[src/rtl/deserializer_pkg.sv]
// -----------------------------------------------------------------------------
// deserializer_pkg
// Shared types and defaults for the serial-to-parallel receiver.
//   BYTE_W           : width of a received byte
//   DEF_SYNC_WORD    : default framing byte (received LSB first)
//   DEF_FRAME_BYTES  : default payload bytes between consecutive sync bytes
//   state_t          : receiver FSM states (HUNT, PAYLOAD, CHECK)
// -----------------------------------------------------------------------------
package deserializer_pkg;

  localparam int                BYTE_W          = 8;
  localparam logic [BYTE_W-1:0] DEF_SYNC_WORD   = 8'hA5;
  localparam int                DEF_FRAME_BYTES = 4;

  typedef enum logic [1:0] {
    HUNT    = 2'd0,
    PAYLOAD = 2'd1,
    CHECK   = 2'd2
  } state_t;

endpackage

[src/rtl/deser_out_reg.sv]
// -----------------------------------------------------------------------------
// deser_out_reg
// One-entry valid/ready holding register for received payload bytes, with
// sticky overflow detection.
//   clk, rst   : clock, asynchronous active-high reset
//   load       : a payload byte has completed this cycle
//   load_data  : the completed byte
//   ready      : consumer accepts the held byte when valid=1
//   data       : held byte (keeps its last value after being consumed)
//   valid      : data holds an unconsumed byte
//   overflow   : sticky; a byte was dropped because the register was full
// -----------------------------------------------------------------------------
module deser_out_reg
  import deserializer_pkg::*;
(
  input  logic              clk,
  input  logic              rst,
  input  logic              load,
  input  logic [BYTE_W-1:0] load_data,
  input  logic              ready,
  output logic [BYTE_W-1:0] data,
  output logic              valid,
  output logic              overflow
);

  // NOTE: sequential state uses non-blocking assignments so every register
  // samples the pre-edge values of the others, independent of statement order.
  always_ff @(posedge clk or posedge rst) begin
    if (rst) begin
      data     <= '0;
      valid    <= 1'b0;
      overflow <= 1'b0;
    end else if (load) begin
      // A byte accepted on this same edge frees the slot for the new one.
      if (!valid || ready) begin
        data  <= load_data;
        valid <= 1'b1;
      end else begin
        overflow <= 1'b1;
      end
    end else if (valid && ready) begin
      valid <= 1'b0;
    end
  end

endmodule

[src/rtl/deserializer.sv]
// -----------------------------------------------------------------------------
// deserializer
// Recovers bytes from an LSB-first serial stream, locks to SYNC_WORD, strips
// it, and presents FRAME_BYTES payload bytes per frame on a valid/ready port.
//   clk, rst        : clock, asynchronous active-high reset
//   data_in         : serial bit, used only when data_in_valid=1
//   data_in_valid   : bit qualifier; 0 freezes all receive state
//   data_out        : payload byte, bit 0 = first bit received
//   data_out_valid  : data_out holds an unconsumed byte
//   data_out_ready  : consumer accepts data_out
//   locked          : frame alignment acquired
//   sync_err        : one-cycle pulse when a sync slot holds the wrong byte
//   overflow        : sticky; a payload byte was dropped
// -----------------------------------------------------------------------------
module deserializer
  import deserializer_pkg::*;
#(
  parameter logic [BYTE_W-1:0] SYNC_WORD   = DEF_SYNC_WORD,
  parameter int                FRAME_BYTES = DEF_FRAME_BYTES
) (
  input  logic              clk,
  input  logic              rst,
  input  logic              data_in,
  input  logic              data_in_valid,
  output logic [BYTE_W-1:0] data_out,
  output logic              data_out_valid,
  input  logic              data_out_ready,
  output logic              locked,
  output logic              sync_err,
  output logic              overflow
);

  localparam logic [7:0] LAST_BYTE = 8'(FRAME_BYTES - 1);

  state_t            state, state_next;
  logic [BYTE_W-1:0] sr;
  logic [BYTE_W-1:0] sr_next;
  logic [2:0]        bit_cnt;
  logic [7:0]        byte_cnt;
  logic [2:0]        fill_cnt;   // saturates at 7: seven bits held, the current one makes eight
  logic              byte_end;
  logic              out_load;
  logic              sync_bad;

  // The byte as it stands once the current bit is shifted in; used for both
  // the sliding sync compare and byte completion on the same edge.
  assign sr_next  = {data_in, sr[BYTE_W-1:1]};
  assign byte_end = data_in_valid && (bit_cnt == 3'd7);
  assign locked   = (state != HUNT);

  always_ff @(posedge clk or posedge rst) begin
    if (rst) state <= HUNT;
    else     state <= state_next;
  end

  // NOTE: every signal assigned here gets a default first, so no path leaves
  // one unassigned and no latch is inferred.
  always_comb begin
    state_next = state;
    out_load   = 1'b0;
    sync_bad   = 1'b0;
    case (state)
      HUNT: begin
        if (data_in_valid && fill_cnt == 3'd7 && sr_next == SYNC_WORD)
          state_next = PAYLOAD;
      end
      PAYLOAD: begin
        if (byte_end) begin
          out_load = 1'b1;
          if (byte_cnt == LAST_BYTE) state_next = CHECK;
        end
      end
      CHECK: begin
        if (byte_end) begin
          if (sr_next == SYNC_WORD) begin
            state_next = PAYLOAD;
          end else begin
            state_next = HUNT;
            sync_bad   = 1'b1;
          end
        end
      end
      default: state_next = HUNT;
    endcase
  end

  always_ff @(posedge clk or posedge rst) begin
    if (rst) begin
      sr       <= '0;
      bit_cnt  <= '0;
      byte_cnt <= '0;
      fill_cnt <= '0;
      sync_err <= 1'b0;
    end else begin
      sync_err <= sync_bad;
      if (data_in_valid) begin
        sr <= sr_next;
        case (state)
          HUNT: begin
            // Counters sit at zero so the first payload bit starts a clean byte.
            bit_cnt  <= '0;
            byte_cnt <= '0;
            if (fill_cnt != 3'd7) fill_cnt <= fill_cnt + 3'd1;
          end
          PAYLOAD: begin
            bit_cnt <= bit_cnt + 3'd1;
            if (byte_end)
              byte_cnt <= (byte_cnt == LAST_BYTE) ? 8'd0 : byte_cnt + 8'd1;
          end
          CHECK: begin
            bit_cnt <= bit_cnt + 3'd1;
            // Back to HUNT: demand eight fresh bits before the next lock.
            if (sync_bad) fill_cnt <= '0;
          end
          default: ;
        endcase
      end
    end
  end

  deser_out_reg u_out_reg (
    .clk       (clk),
    .rst       (rst),
    .load      (out_load),
    .load_data (sr_next),
    .ready     (data_out_ready),
    .data      (data_out),
    .valid     (data_out_valid),
    .overflow  (overflow)
  );

endmodule

[config.mk]
export PLATFORM = sky130hd
export DESIGN_NAME = deserializer
export DESIGN_NICKNAME = d
export VERILOG_FILES = /design/src/rtl/deserializer_pkg.sv /design/src/rtl/deser_out_reg.sv /design/src/rtl/deserializer.sv
export SDC_FILE = /design/constraint.sdc
export NUM_CORES = 1
export LEC_CHECK = 0
export BUFFER_PORTS_ARGS = -buffer_cell sky130_fd_sc_hd__buf_2
export CORE_UTILIZATION = 40
export DETAILED_ROUTE_END_ITERATION = 6
export PLACE_DENSITY = 0.61
export SKIP_LAST_GASP = 1
export SLEW_MARGIN = 30
export SYNTH_ARGS = -nofsm -noshare
export SYNTH_HDL_FRONTEND = slang
export SYNTH_HIERARCHICAL = 1
export SYNTH_SLANG_ARGS = --single-unit
[constraint.sdc]
create_clock -name clk -period 4.2 [get_ports clk]
set_clock_uncertainty 0.05 [all_clocks]
set_input_delay 0.21 -clock clk [delete_from_list [all_inputs] [get_ports clk]]
set_output_delay 0.21 -clock clk [all_outputs]
set_load 0.02 [all_outputs]
# Word-level counts from Yosys, hierarchy flattened
# Cells that the tools add are included.
# Widths: inputs -> output; s select.
# totals
reg_bits,35
input_bits,5
output_inout_bits,12
elab_cells,68
# classes
n_addsub,3
eq_ne,14
muxes,21
bitwise,1
n_reduce_logical,20
# op_table
op,count
$mux 8,2
$pmux 8 s2,1
$ne 2x2->1 const B,6
$pmux 3 s2,2
$reduce_bool 2->1,5
$mux 1,9
$add 8x1->8 const B,1
$eq 8x2->1 const B,1
$eq 8x8->1 const B,1
$mux 2,4
$reduce_and 2->1,4
$reduce_and 4->1,2
$add 3x1->3 const B,2
$eq 3x3->1 const B,2
$mux 3,2
$pmux 2 s3,1
$logic_and 1x1->1,4
$ne 3x3->1 const B,1
$reduce_and 3->1,1
$eq 2x1->1 const B,1
$eq 2x2->1 const B,1
$logic_not 2->1,1
$ne 2x1->1 const B,1
$reduce_or 2->1,1
other kinds (3),3

# Longest topological paths before layout
# Gate-level depths: netlist (run 1).
# depth
depth_word,6
mapped_depth,6
ltp_nobuf,6

# By module
# Netlist (run 1), hierarchy kept.
# by_module_without_submodules
module,instances,cells_per_inst,area_per_inst_um2,seq_area_each_um2
deserializer,1,116,1271.2,600.6
deser_out_reg,1,24,414.1,250.2

# Worst setup path after synthesis (run 1)
# OpenSTA, ideal clock, no wires.
# synth_path
path_kind,register to register
startpoint,register byte_cnt[0]
endpoint,register state[0]
setup_time_ns,0.125
t_arrival_ns,2.062
required_time_ns,4.025
slack_ns,1.963
stages_incl_launch_ff,6
n_path_buf,0
synth_period_minus_slack_ns,2.237
path_cell_list,dfrtp_1 > ha_1 > or4b_4 > o41a_1 > or3_4 > mux2_4
# synth_via
elab_chain_cells,3
# synth_lines
item,line,rtl
from (decl),deserializer.sv:39,logic [7:0] byte_cnt;
from (signal assigned),deserializer.sv:108,byte_cnt <= (byte_cnt == LAST_BYTE) ? 8'd0 : byte_cnt + 8'd1;
$eq 8x2->1,deserializer.sv:70,if (byte_cnt == LAST_BYTE) state_next = CHECK;
$ne 2x2->1 (no line),--,
$reduce_and 4->1 (no line),--,
to (signal assigned),deserializer.sv:53,else state <= state_next;
to (decl),deserializer.sv:35,"state_t state, state_next;"
# No other way between the ends.
# A chain may end at the register's enable or synchronous reset.

# Final worst setup path (run 1)
# layout_path
startpoint,register byte_cnt[0]
endpoint,register byte_cnt[3]
# layout_via
elab_chain_cells,4
elab_cells_between_ends,5
classes_between,add/sub: 1; eq/ne: 1; mux: 3
# layout_lines
item,line,rtl
$add 8x1->8 / $eq 8x2->1 (equally long branches),deserializer.sv:108,
$mux 8 *,deserializer.sv:108,
$mux 8 *,deserializer.sv:107,if (byte_end)
$pmux 8 s2 *,deserializer.sv:98,case (state)
# Every way passes the cells marked *; elsewhere a longest branch is shown, timed or not. The select of a mux whose other input is x is not followed.

==> run summary, run 1 <==
Slew margin rel.: 41.6%
Syn Nets: 154
Final setup vio count: 0
Gr ovfl total: 0
Top FF cell, synth: dfrtp_1
Die ar.: 4480 um2
Reg-to-Reg End: byte_cnt[3]$_DFFE_PP0P_
Top post-synthesis cells by area: dfrtp_1 (50%), mux2_4 (8.9%), ha_1 (6.7%), mux2_2 (5.3%), o21ai_0 (3.0%)
WHS: 0.134 ns
Initial Util: 41.8%
Max Freq: 0.407 GHz
Die Height: 66.9 um
Ant diodes: 0
Synth top area share: 50.5%
Clock sinks: 34
Pre-Repair DR Iteration Count: 4
Critical path required time: 4.33 ns
Num CTS Buffers: 5
Number of setup buffers added after CTS: 0
HP Start: data_in
Async S/R FF share, synth: 100%
GRT Overall Usage: 15.9%
Critical path startpoint category: flip-flop
RR Startpoint: byte_cnt[0]$_DFFE_PP0P_
Number of synthesized flops with an enable pin: 0
Drc violations: 0
Max_cap viols: 0
Sw Ratio: 33.0%
Maximum vdd drop: 0.265 mV
Flop-to-flop setup slack: 1.75 ns
Mapped Area: 1690 um2
Rows: 23
Critical Path Fanout Max: 7
Starting DRT DRC Count: 51
Area growth syn-to-layout: 14.5%
Die Width: 66.9 um
DP Area: 1820 um2
Psw: 0.000330 W
R2R cell count: 5
Netlist cell types: 32
CP arrival: 2.58 ns
Max clock buf depth: 2
Hold Crit Class: in2reg
Final wirelength: 2.99 mm
Leak Pwr: 0.963 nW
Design area: 1930 um2
Largest net degree at the start of global routing: 25
Worst slew pin tran: 0.865 ns
Vias/cell: 5.41
Seq/Total Area, Yosys: 50.5%
Synth area leader: dfrtp_1
Capture point of the worst path: byte_cnt[3]$_DFFE_PP0P_
RSZ-0062 raised after global routing: no
First-pass GRT wire length: 5.06 mm
Vias: 1158
Slew Viols, Final: 0
CTS tree: yes
Nets: 177
Clock power frac: 25.3%
Clk_lat worst skew: 0.29 ns
Wirelength per Cell: 14.0 um
Root Driver: clkbuf_8
Final Hold Vio Count: 0
Setup TNS: 0 ns
CTS resizes: 0
Kind of critical path: reg2reg
Share of layout cells above drive strength 1: 29.3%
Yosys reg bits: 34
Combinational group share of total power: 31.3%
Crit path from: byte_cnt[0]$_DFFE_PP0P_
Internal power: 0.000670 W
Final ANT Viol Nets: 0
Post-Syn Instances: 140
Fin crit share: 58.4%
Post-detail-place hpwl: 2.22 mm
PwrDens: 518 nW/um2
Crit end category: flip-flop
Clk slew on worst S/H paths: 0.07 ns
Core ar.: 4030 um2
Vias in the first global route: 1116
Seq pwr share: 43.4%
Ports: 17
Synth warn: 6
Post-route minimum period: 2.45 ns
Routability cong.: 0.911
PortBufs: 16
Status: complete, no violations
CTS H-tree depth: 2
Initial antenna violation count: 0
Avg Inst Size Synth: 12.0 um2
## sequential cells by signal, indices dropped and copies added, names as in the netlist
signal	flops
bit_cnt	3
byte_cnt	8
fill_cnt	3
sr	7
state	2
sync_err	1
u_out_reg/data	8
u_out_reg/overflow	1
u_out_reg/valid	1
## cells in the mapped netlist, types with 2 or more instances
| cell type | n |
|---|---|
| dfrtp_1 | 34 |
| nand2_1 | 13 |
| mux2_4 | 10 |
| o21ai_0 | 10 |
| ha_1 | 9 |
| mux2_2 | 8 |
| inv_1 | 7 |
| nand3_1 | 6 |
| a21oi_1 | 5 |
| a22o_1 | 5 |
| nand2b_1 | 4 |
| and3_1 | 3 |
| nor2_1 | 3 |
| nor2b_1 | 3 |
| mux2i_1 | 2 |
| nor3_1 | 2 |
## what timing repair did
item | CTS | global route
hold buffers | 1 | 0
hold endpoints to repair | 10 | 0
endpoints found under the setup margin | 0 | 0
## stage by stage
step                power, W  std cells  worst slack, ns  utilization [%]
floorplan           0.000681        140             1.96                -
global placement    0.000737        205             1.90             45.3
detailed placement  0.000757        205             1.78             45.3
CTS                  0.00102        214             1.77             47.9
global route         0.00108        214             1.53             47.9
finish               0.00100        214             1.75             47.9
## cells by family (layout without fill, tap and decap cells)
logic type,Yosys count,in the layout,share of synthesized area [%]
buffers and inverters,8,32,1.78
AOI/OAI and AO/OA,26,26,10.2
muxes,20,20,15.4
adders and majority gates,9,9,6.68
DFF,34,34,50.5
and+or+nand+nor,43,43,15.4
## critical path, stage by stage, from the launching register on
cell     delay (ns)
dfrtp_1        0.40
ha_1           0.21
or4b_4         0.47
o41ai_1        0.72
o21ai_0        0.23
a22o_1         0.26
## layout by cell type (no fill, tap or decap), types with 2 or more instances in the layout
cell / netlist / final
a21oi_1: 5 / 5
ha_1: 9 / 9
a22o_1: 5 / 5
and3_1: 3 / 3
o21ai_0: 10 / 10
clkbuf_8: 0 / 6
nand2_1: 13 / 13
mux2_4: 10 / 10
nor3_1: 2 / 2
nand3_1: 6 / 6
mux2i_1: 2 / 2
buf_2: 0 / 16
nor2_1: 3 / 3
nand2b_1: 4 / 4
mux2_2: 8 / 8
nor2b_1: 3 / 3
dfrtp_1: 34 / 34
inv_1: 7 / 6
## area by class of cell
cell class              count  area, um2
well taps                  50       62.6
repair buffers             17       90.1
fillers                   372       2100
flip-flops and latches     34        851
inverters                   7       26.3
clock buffers               6       82.6
multi-input cells          98        805
clock inverters             2       12.5
## power groups by stage
stage	clock [W]	combinational [W]	sequential, W
after floorplan	0	0.000253	0.000428
after global placement	0	0.000301	0.000436
after detailed placement	0	0.000317	0.000440
after CTS	0.000264	0.000317	0.000435
after global routing	0.000279	0.000357	0.000442
final	0.000253	0.000313	0.000434
## layer usage
metal | vias up | share of wire (%) | GRT usage, %
met2 | 33 | 47 | 24.7
li1 | 552 | - | -
met5 | - | 0 | 0
met1 | 567 | 46 | 19.3
met3 | 6 | 4.8 | 5.65
met4 | 0 | 2.0 | 7.98
## worst min path at each step
stage	to	depth (start not counted)
global placement	u_out_reg/data[5]$_DFFE_PP0P_	2
detailed placement	u_out_reg/data[1]$_DFFE_PP0P_	2
floorplan	u_out_reg/data[0]$_DFFE_PP0P_	1
CTS	u_out_reg/data[7]$_DFFE_PP0P_	2
finish	u_out_reg/data[7]$_DFFE_PP0P_	2
global route	u_out_reg/data[7]$_DFFE_PP0P_	2
Power figures use the tool's default switching activity.
==> run 2: changes to the inputs <==
--- a/config.mk
+++ b/config.mk
@@ -5,10 +5,11 @@
 export SDC_FILE = /design/constraint.sdc
 export NUM_CORES = 1
 export LEC_CHECK = 0
+export ABC_AREA = 1
 export BUFFER_PORTS_ARGS = -buffer_cell sky130_fd_sc_hd__buf_2
 export CORE_UTILIZATION = 40
 export DETAILED_ROUTE_END_ITERATION = 6
-export PLACE_DENSITY = 0.61
+export PLACE_DENSITY = 0.63
 export SKIP_LAST_GASP = 1
 export SLEW_MARGIN = 30
 export SYNTH_ARGS = -nofsm -noshare
==> constraint.sdc (replaced) <==
create_clock -name clk -period 2.1 [get_ports clk]
set_clock_uncertainty 0.05 [all_clocks]
set_input_delay 0.105 -clock clk [delete_from_list [all_inputs] [get_ports clk]]
set_output_delay 0.105 -clock clk [all_outputs]
set_load 0.02 [all_outputs]
==> run 2 against run 1 <==
Net effect:
- combinational power up 88%
- first-iteration DRC count down 22%
- core utilization down 1.2 points
- largest power group unchanged
==> run summary, run 2 <==
CP max-delay cell: dfrtp_1
Ports: 17 (unchanged)
Maximum vdd drop: 0.417 mV (+57%)
Commonest non-fill, non-tap cells in the layout: nand2_1 (65), dfrtp_1 (34), inv_1 (28)
Die Width: 69.3 um (+3.6%)
Storage element area: 851 um2 (unchanged)
Die ar.: 4810 um2 (+7.3%)
Area growth syn-to-layout: 12.2%
Async S/R FF share, synth: 100% (unchanged)
Initial antenna violation count: 0 (unchanged)
Synth warn: 6 (unchanged)
Setup TNS: 0 ns (unchanged)
Kind of critical path: reg2reg
Post-Syn Instances: 217 (+55%)
Ant diodes: 0 (unchanged)
Avg Inst Size Synth: 8.35 um2 (-31%)
Vias: 1393 (+20%)
Slew Viols, Final: 0 (unchanged)
Worst-path cell chain: inv_1 -> ha_1 -> inv_1 -> nor2_1 -> buf_4 -> nand2_4 -> nand2_1 -> nand2_1
Largest net degree at the start of global routing: 25 (unchanged)
Pre-Repair DR Iteration Count: 4 (unchanged)
Most common cell in the netlist: nand2_1
Die Height: 69.3 um (+3.6%)
CTS resizes: 0 (unchanged)
Vias/cell: 4.77 (-12%)
CP arrival: 1.77 ns (-0.81 ns)
Nets: 253 (+43%)
Vias in the first global route: 1331 (+19%)
Mapped Area: 1810 um2 (+7.6%)
Netlist cell types: 23 (-28%)
Clk_lat worst skew: 0.28 ns (about the same)
Number of synthesized flops with an enable pin: 0 (unchanged)
Clk slew on worst S/H paths: 0.07 ns (about the same)
Num CTS Buffers: 5 (unchanged)
Post-synth top cells: nand2_1 (65), dfrtp_1 (34), inv_1 (28), o21ai_0 (16), nand3_1 (13)
Largest stage delay, worst path: 0.41 ns (-0.31 ns)
Gr ovfl total: 0 (unchanged)
Crit end category: flip-flop
Number of setup buffers added after CTS: 0 (unchanged)
Multi-input gate area: 798 um2 (-0.78%)
Yosys reg bits: 34 (unchanged)
# fillers: 430 (+16%)
Seq/Total Area, Yosys: 46.9% (-3.6 points)
Leak Pwr: 1.11 nW (+15%)
Top FF cell, synth: dfrtp_1
Routability cong.: 0.773 (-15%)
Buf/Inv on CP: 3 (+3)
Commonest non-fill, non-tap cell in the layout: nand2_1
Initial Util: 41.6% (-0.19 points)
First-pass GRT wire length: 5.66 mm (+12%)
Final setup vio count: 0 (unchanged)
Post-detail-place hpwl: 2.36 mm (+6.4%)
PortBufs: 16 (unchanged)
Drc violations: 0 (unchanged)
Crit path max-delay family: buffers and inverters
Final wirelength: 3.10 mm (+3.9%)
Wirelength per Cell: 10.6 um (-24%)
Core ar.: 4350 um2 (+8.1%)
Clock sinks: 34 (unchanged)
Synth top area share: 46.9% (-3.6 points)
Worst slew pin tran: 0.366 ns (-0.499 ns)
CTS H-tree depth: 2 (unchanged)
WHS: 0.0380 ns (-0.0957 ns)
Max Freq: 0.607 GHz (+49%)
Biggest regs: byte_cnt: 8 flops, u_out_reg/data: 8 flops, sr: 7 flops
Critical path startpoint category: flip-flop
Root Driver: clkbuf_8
Starting DRT DRC Count: 40 (-22%)
Rows: 24 (+4.3%)
Critical path required time: 2.23 ns (-2.10 ns)
Hold buffer count at CTS: 1 (unchanged)
Slew margin rel.: 75.6% (+34 points)
Hold Crit Class: in2reg
Status: complete, no violations
Final ANT Viol Nets: 0 (unchanged)
Share of layout cells above drive strength 1: 19.6% (-9.7 points)
Synth area leader: dfrtp_1
RSZ-0062 raised after global routing: no
Post-route minimum period: 1.65 ns (-0.808 ns)
Critical Path Fanout Max: 10 (+3)
CTS tree: yes
Top post-synthesis cells by area: dfrtp_1 (47%), nand2_1 (13%), ha_1 (6.2%), inv_1 (5.8%), nand3_2 (4.4%)
Final Hold Vio Count: 0 (unchanged)
Max clock buf depth: 2 (unchanged)
PwrDens: 946 nW/um2 (+83%)
GRT Overall Usage: 14.7% (-1.2 points)
Fin crit share: 78.4% (+20 points)
Syn Nets: 231 (+50%)
Max_cap viols: 0 (unchanged)
-- run 2: final timing paths --
path                                          startpoint                             to  slack [ns]  cells past startpoint
min reg2reg                u_out_reg/data[5]$_DFFE_PP0P_  u_out_reg/data[5]$_DFFE_PP0P_        0.42                      2
max                                 state[1]$_DFFE_PP0P_  u_out_reg/data[7]$_DFFE_PP0P_        0.45                      8
max reg2reg                         state[1]$_DFFE_PP0P_  u_out_reg/data[7]$_DFFE_PP0P_        0.45                      8
max in group asynchronous                            rst           state[1]$_DFFE_PP0P_        1.40                      4
min in group asynchronous                            rst  u_out_reg/data[6]$_DFFE_PP0P_        0.29                      3
min                                              data_in  u_out_reg/data[7]$_DFFE_PP0P_        0.04                      3
-- run 2: metal layers --
metal / vias up / track usage (%) / wire (um) / share of wire, %
met5: - / 0 / 0 / 0
met4: 0 / 6.80 / 62 / 2.0
met3: 7 / 3.63 / 128 / 4.1
met2: 22 / 22.8 / 1390 / 45
met1: 633 / 19.4 / 1530 / 49
li1: 731 / - / - / -
-- run 2: logic make-up after synthesis --
family	count (synthesis)	share of synthesized area, %
DFF	34	46.9
AOI/OAI and AO/OA	27	8.76
and+or+nand+nor	112	29.1
buffers and inverters	35	9.04
adders and majority gates	9	6.21
-- run 2: layout make-up --
cell class | instances | area share [%]
Inverter | 30 | 5.54
Sequential cell | 34 | 41.8
Tap cell | 52 | 3.20
Timing Repair Buffer | 20 | 5.54
Clock inverter | 2 | 0.615
Clock buffer | 6 | 4.06
Multi-Input combinational cell | 148 | 39.2
-- run 2: tightest hold or removal path: stages --
cell and delay (ns):
buf_2 0.12, nand3_2 0.06, nand2_1 0.05
-- run 2: metrics by stage --
stage          total power, W  util [%]  setup WS (ns)  instance area, um2  instances
5_1_grt               0.00209      46.7          0.260                2030        292
4_1_cts               0.00195      46.7          0.451                2030        292
3_5_place_dp          0.00145      44.3          0.456                1930        283
3_3_place_gp          0.00143      44.3          0.478                1930        283
6_report              0.00193      46.7          0.453                2030        292
2_1_floorplan         0.00131         -          0.560                1810        217
-- run 2: power breakdown --
group | leakage, nW | switching [W] | internal (W)
Sequential | 0.456 | 0.0000774 | 0.000760
Clock | 0.0472 | 0.000236 | 0.000263
Combinational | 0.605 | 0.000382 | 0.000208
